$ cat config.mk
export PLATFORM = sky130hd
export DESIGN_NAME = id_stage
export DESIGN_NICKNAME = d
export VERILOG_FILES = /design/src/rtl/id_stage.sv
export SDC_FILE = /design/constraint.sdc
export NUM_CORES = 1
export LEC_CHECK = 0
export ABC_CLOCK_PERIOD_IN_PS = 3000
export CORE_UTILIZATION = 55
export DETAILED_ROUTE_END_ITERATION = 6
export PLACE_DENSITY_LB_ADDON = 0.12
export SYNTH_ARGS = -nofsm -noshare
export SYNTH_HDL_FRONTEND = slang
export SYNTH_SLANG_ARGS = --single-unit
$ cat constraint.sdc
create_clock -name clk -period 3 [get_ports clk]
set_clock_uncertainty 0.05 [all_clocks]
set_input_delay 0.3 -clock clk [delete_from_list [all_inputs] [get_ports clk]]
set_output_delay 0.3 -clock clk [all_outputs]
set_load 0.05 [all_outputs]
$ cat src/rtl/id_stage.sv
// Decode / operand-fetch stage: owns the register file and the ID/EX pipeline register.
// Optional macro DECODE_BYPASS_EN adds a write-through bypass from the writeback port to the operand reads.
module id_stage #(
   parameter int unsigned DATA_W   = 16,
   parameter int unsigned REG_AW   = 4,
   parameter int unsigned ZERO_REG = 1
) (
   input  logic              clk,
   input  logic              rst,
   input  logic              if_valid,
   input  logic [15:0]       if_instr,
   output logic              id_ready,
   input  logic              stall,
   input  logic              flush,
   input  logic              wb_en,
   input  logic [REG_AW-1:0] wb_addr,
   input  logic [DATA_W-1:0] wb_data,
   output logic              ex_valid,
   output logic [15:0]       ex_instr,
   output logic [DATA_W-1:0] ex_ain,
   output logic [DATA_W-1:0] ex_bin,
   output logic [REG_AW-1:0] ex_dest,
   output logic              ex_wr
);

   localparam int unsigned NREGS  = 2 ** REG_AW;
   localparam logic [3:0]  OP_JAL = 4'b1001;

   logic [DATA_W-1:0] rf [NREGS];
   logic [3:0]        op;
   logic [REG_AW-1:0] rd, rs, rt;
   logic              wb_live;
   logic [DATA_W-1:0] ain_c, bin_c;
   logic              wr_c;
   logic [REG_AW-1:0] dest_c;

   assign op       = if_instr[15:12];
   assign rd       = REG_AW'(if_instr[11:8]);
   assign rs       = REG_AW'(if_instr[7:4]);
   assign rt       = REG_AW'(if_instr[3:0]);
   assign id_ready = !stall;

   // A write to R0 is discarded when R0 is hardwired to zero.
   assign wb_live = wb_en && !((ZERO_REG != 0) && (wb_addr == '0));

   always_ff @(posedge clk) begin
      if (rst) begin
         for (int unsigned i = 0; i < NREGS; i++) rf[i] <= '0;
      end else if (wb_live) begin
         rf[wb_addr] <= wb_data;
      end
   end

   // Operand read; the R0 override is applied last so it beats the bypass.
   always_comb begin
      ain_c = rf[rs];
      bin_c = rf[rt];
`ifdef DECODE_BYPASS_EN
      if (wb_live && (wb_addr == rs)) ain_c = wb_data;
      if (wb_live && (wb_addr == rt)) bin_c = wb_data;
`endif
      if ((ZERO_REG != 0) && (rs == '0)) ain_c = '0;
      if ((ZERO_REG != 0) && (rt == '0)) bin_c = '0;
   end

   // Register-writing opcodes; JAL links into the top register.
   always_comb begin
      wr_c   = 1'b0;
      dest_c = rd;
      case (op)
         4'b0000, 4'b0001, 4'b0010, 4'b0011, 4'b0101, 4'b0110,
         4'b1001, 4'b1010, 4'b1011, 4'b1100, 4'b1101: wr_c = 1'b1;
         default:                                      wr_c = 1'b0;
      endcase
      if (op == OP_JAL) dest_c = '1;
   end

   // ID/EX register: reset > flush > stall > capture/bubble.
   always_ff @(posedge clk) begin
      if (rst) begin
         ex_valid <= 1'b0;
         ex_wr    <= 1'b0;
         ex_instr <= '0;
         ex_ain   <= '0;
         ex_bin   <= '0;
         ex_dest  <= '0;
      end else if (flush) begin
         ex_valid <= 1'b0;
         ex_wr    <= 1'b0;
      end else if (!stall) begin
         ex_valid <= if_valid;
         if (if_valid) begin
            ex_instr <= if_instr;
            ex_ain   <= ain_c;
            ex_bin   <= bin_c;
            ex_dest  <= dest_c;
            ex_wr    <= wr_c;
         end else begin
            ex_wr    <= 1'b0;
         end
      end
   end

endmodule

==> flow_summary.rst <==
.. list-table::
   :header-rows: 1

   * - Metric
     - Value
   * - Result of the run
     - finished clean
   * - Final max-slew violation count
     - 0
   * - Minimum clock period after layout
     - 2.13 ns
   * - Clock latency of the later-clocked register in the worst-skew pair
     - between 0.5 and 0.6 ns
   * - Post-CTS Setup Bufs
     - 0
   * - Final Hold Vio Count
     - 0
   * - Setup TNS after final layout
     - 0 ns
   * - Largest net degree at the start of global routing
     - 41
   * - Peak supply drop
     - 0.328 mV
   * - Cell type with the highest aggregate area in the netlist
     - sky130_fd_sc_hd__edfxtp_1
   * - Pwr dens
     - between 500 and 600 nW/um^2
   * - Final Instance Area
     - ~18000 um^2
   * - Cell depth of the worst flop-to-flop path
     - 3
   * - Main synth FF type
     - sky130_fd_sc_hd__edfxtp_1
   * - Required @ worst endpoint
     - between 2 and 3 ns
   * - Total detailed-routing wirelength
     - just under 40000 um
   * - Hold Crit Endpoint
     - ex_instr[2]
   * - Die height
     - 168 um
   * - Portion of synthesized cell area occupied by the leading cell type
     - 0.504
   * - Commonest cells in the synthesized netlist
     - sky130_fd_sc_hd__edfxtp_1, sky130_fd_sc_hd__and2_1, sky130_fd_sc_hd__mux4_2
   * - Total of flip-flops plus latches after synthesis
     - between 300 and 400
   * - Clock tree from TritonCTS
     - done
   * - Number of primary I/O pins
     - 97
   * - Count of buffer and inverter cells on the critical path
     - 1
   * - Final worst-path cycle share
     - 0.709
   * - Library cell with the highest instance count after synthesis
     - sky130_fd_sc_hd__edfxtp_1
   * - CP top delay family
     - buffers and inverters
   * - Share of synthesized area occupied by flip-flops and latches
     - 0.575
   * - Worst path cell trace
     - clkdlybuf4s50_1
   * - Overall die area
     - roughly 28000 um^2
   * - Number of rows created at floorplan
     - 60
   * - DR vias/cell
     - just over 6
   * - End-of-flow core utilization
     - 0.662
   * - Type of the worst setup path
     - reg -> out
   * - Critical Path End Type
     - output pin
   * - Layout cell share with drive strength beyond 1
     - 0.229
   * - Area delta synth->final
     - 17.6%
   * - Violation count after the first detailed-routing iteration
     - around 990
   * - Worst Path Arrival
     - ~1.8 ns
   * - Final setup vio count
     - 0
   * - Detailed placer's ending HPWL
     - between 20000 and 30000 um
   * - Crit Reg-Reg Startpoint
     - rf[15][12]
   * - Critical Path Fanout Max
     - 2
   * - Number of global-route vias before repair
     - about 9600
   * - Number of nets in the final layout
     - 1165
   * - Starting density of the core
     - 0.562
   * - Number of enable-type register cells in the synthesized netlist
     - 256
   * - Count of cell instances traversed by the critical path
     - 1
   * - Overall via count from detail_route
     - approximately 9400
   * - CTS clock-pin slew for the worst setup and hold paths
     - approximately 0.060 ns
   * - Path category of the worst min-delay check
     - in -> reg
   * - PostCTS Resize Cnt
     - 0
   * - TritonCTS Buffers
     - 35
   * - Horizontal extent of the die
     - 168 um
   * - Transition time at the pin with the least slew margin
     - ~0.7 ns
   * - # H-tree levels
     - 2
   * - Wire length of the first global-routing pass
     - approximately 59000 um
   * - Overall global routing resource usage
     - 0.288
   * - Cell area after technology mapping
     - between 15000 and 20000 um^2
   * - Initial antenna violation count
     - 1
   * - Static power due to leakage
     - ~6.3 nW
   * - Delay contributed by the slowest stage of the critical path
     - roughly 0.84 ns
   * - Antenna violation net count after detailed routing
     - 0
   * - Bufs on Longest Clock Path
     - 3
   * - Number of distinct library cells after synthesis
     - 32
   * - FMAX
     - approximately 470 MHz
   * - Residual DRC count
     - 0
   * - CTS sink cnt
     - 310
   * - Core ar.
     - 27100 um^2
   * - RSZ-0062 raised after global routing
     - false
   * - Number of input and output port buffers inserted
     - 96
   * - Warnings, synthesis
     - 0
   * - Element type at the critical path start
     - register
   * - Number of detailed-routing iterations run before antenna repair
     - 5
   * - Crit path from
     - ex_ain[2]
   * - Cell count after synthesis
     - slightly above 1000
   * - Final weighted congestion of routability-driven global placement
     - around 0.84
   * - Master cell of the clock root buffer
     - sky130_fd_sc_hd__clkbuf_16
   * - Area of placed instances
     - between 15000 and 20000 um^2
   * - Total of max-cap violations
     - 0
   * - Max_slew headroom
     - 0.538
   * - Hold depth
     - 3
   * - Critical register-to-register path endpoint
     - ex_ain[12]
   * - Aggregate global routing overflow
     - 0
   * - DR WL/cell
     - between 20 and 30 um
   * - Filler cells
     - 1939
   * - Per-instance average area after synthesis
     - about 15 um^2
   * - Post-synthesis async set-or-reset flop share
     - 0
   * - Hold_buf cts
     - 0
   * - Slowest cell on crit path
     - sky130_fd_sc_hd__clkdlybuf4s50_1
   * - Final-layout worst hold slack
     - between 0.15 and 0.2 ns
   * - Hold wc startpoint
     - if_instr[2]
   * - Flop-to-flop setup slack
     - roughly 1.4 ns
   * - Cells taking the most area after synthesis
     - sky130_fd_sc_hd__edfxtp_1, sky130_fd_sc_hd__mux4_2, sky130_fd_sc_hd__and2_1, sky130_fd_sc_hd__dfxtp_1, sky130_fd_sc_hd__mux2i_1
[state kept, by name, summed over array words and instances, names as in the netlist]
signal    cells
rf          256
ex_valid      1
ex_bin       16
ex_ain       16
ex_instr     16
ex_dest       4
ex_wr         1
[through the flow]
step | power (mW) | setup slack, ns | std cells
6_report | 10.2 | 0.872 | 1519
5_1_grt | 10.5 | 0.846 | 1519
4_1_cts | 10.3 | 0.884 | 1518
3_5_place_dp | 6.30 | 0.486 | 1456
3_3_place_gp | 6.28 | 0.554 | 1456
2_1_floorplan | 5.83 | 0.308 | 1027
[cells in the final DEF, fill, tap and decap left out, types with 5 or more instances in the layout]
master                            count
sky130_fd_sc_hd__a21oi_1             16
sky130_fd_sc_hd__and2_1             240
sky130_fd_sc_hd__buf_12               9
sky130_fd_sc_hd__buf_4               48
sky130_fd_sc_hd__clkbuf_16           36
sky130_fd_sc_hd__clkbuf_8             5
sky130_fd_sc_hd__clkdlybuf4s50_1     89
sky130_fd_sc_hd__clkinv_1             6
sky130_fd_sc_hd__clkinv_2             7
sky130_fd_sc_hd__conb_1              16
sky130_fd_sc_hd__dfxtp_1             54
sky130_fd_sc_hd__edfxtp_1           256
sky130_fd_sc_hd__mux2i_1             66
sky130_fd_sc_hd__mux4_2             128
sky130_fd_sc_hd__nand2_1             35
sky130_fd_sc_hd__nand3_1             34
sky130_fd_sc_hd__nor2_1              12
sky130_fd_sc_hd__nor3_1               5
sky130_fd_sc_hd__o21ai_2              8
sky130_fd_sc_hd__o221ai_1            32
[cell type report]
cell class                      count  area [um^2]  share of cell area
Inverter                            5         18.8             0.00105
Multi-Input combinational cell    620         6160               0.343
Sequential cell                   310         8770               0.489
Tap cell                          372          465              0.0260
Clock buffer                       46          990              0.0552
Timing Repair Buffer              149         1450              0.0807
Clock inverter                     16         85.1             0.00474
Antenna cell                        1         2.50            0.000140
[report_power, final]
| group | leakage (nW) | total, mW | internal [mW] | switching (mW) |
|---|---|---|---|---|
| combinational | 2.92 | 1.18 | 0.532 | 0.650 |
| clock | 0.537 | 4.02 | 2.33 | 1.69 |
| sequential | 2.88 | 5.02 | 4.90 | 0.125 |
[worst max path at each step]
stage | to | slack (ns)
2_1_floorplan | rf[4][0] | 0.31
4_1_cts | ex_ain[5] | 0.88
3_5_place_dp | ex_bin[3] | 0.49
3_3_place_gp | ex_ain[13] | 0.55
6_report | ex_ain[2] | 0.87
5_1_grt | ex_bin[0] | 0.85
[tightest hold or removal path: stages]
cell                      delay, ns
sky130_fd_sc_hd__buf_2         0.24
sky130_fd_sc_hd__nand2_1       0.11
sky130_fd_sc_hd__a21oi_1       0.05
[per-layer routing]
metal | routed length, um | vias to the layer above | global-route usage
met5 | 0 | - | 0.00174
met4 | 1230 | 0 | 0.0980
met3 | 3310 | 74 | 0.0582
met2 | 19400 | 419 | 0.481
met1 | 15300 | 4776 | 0.379
li1 | - | 4101 | -
[logic make-up after synthesis]
kind of cell	count (synthesis)	share of synthesized area
and+or+nand+nor	342	0.132
DFF	310	0.575
muxes	194	0.232
buffers and inverters	97	0.0272
AOI/OAI and AO/OA	66	0.0316
adders and majority gates	2	0.00164
other	1	0.000246
Power figures use the tool's default switching activity.
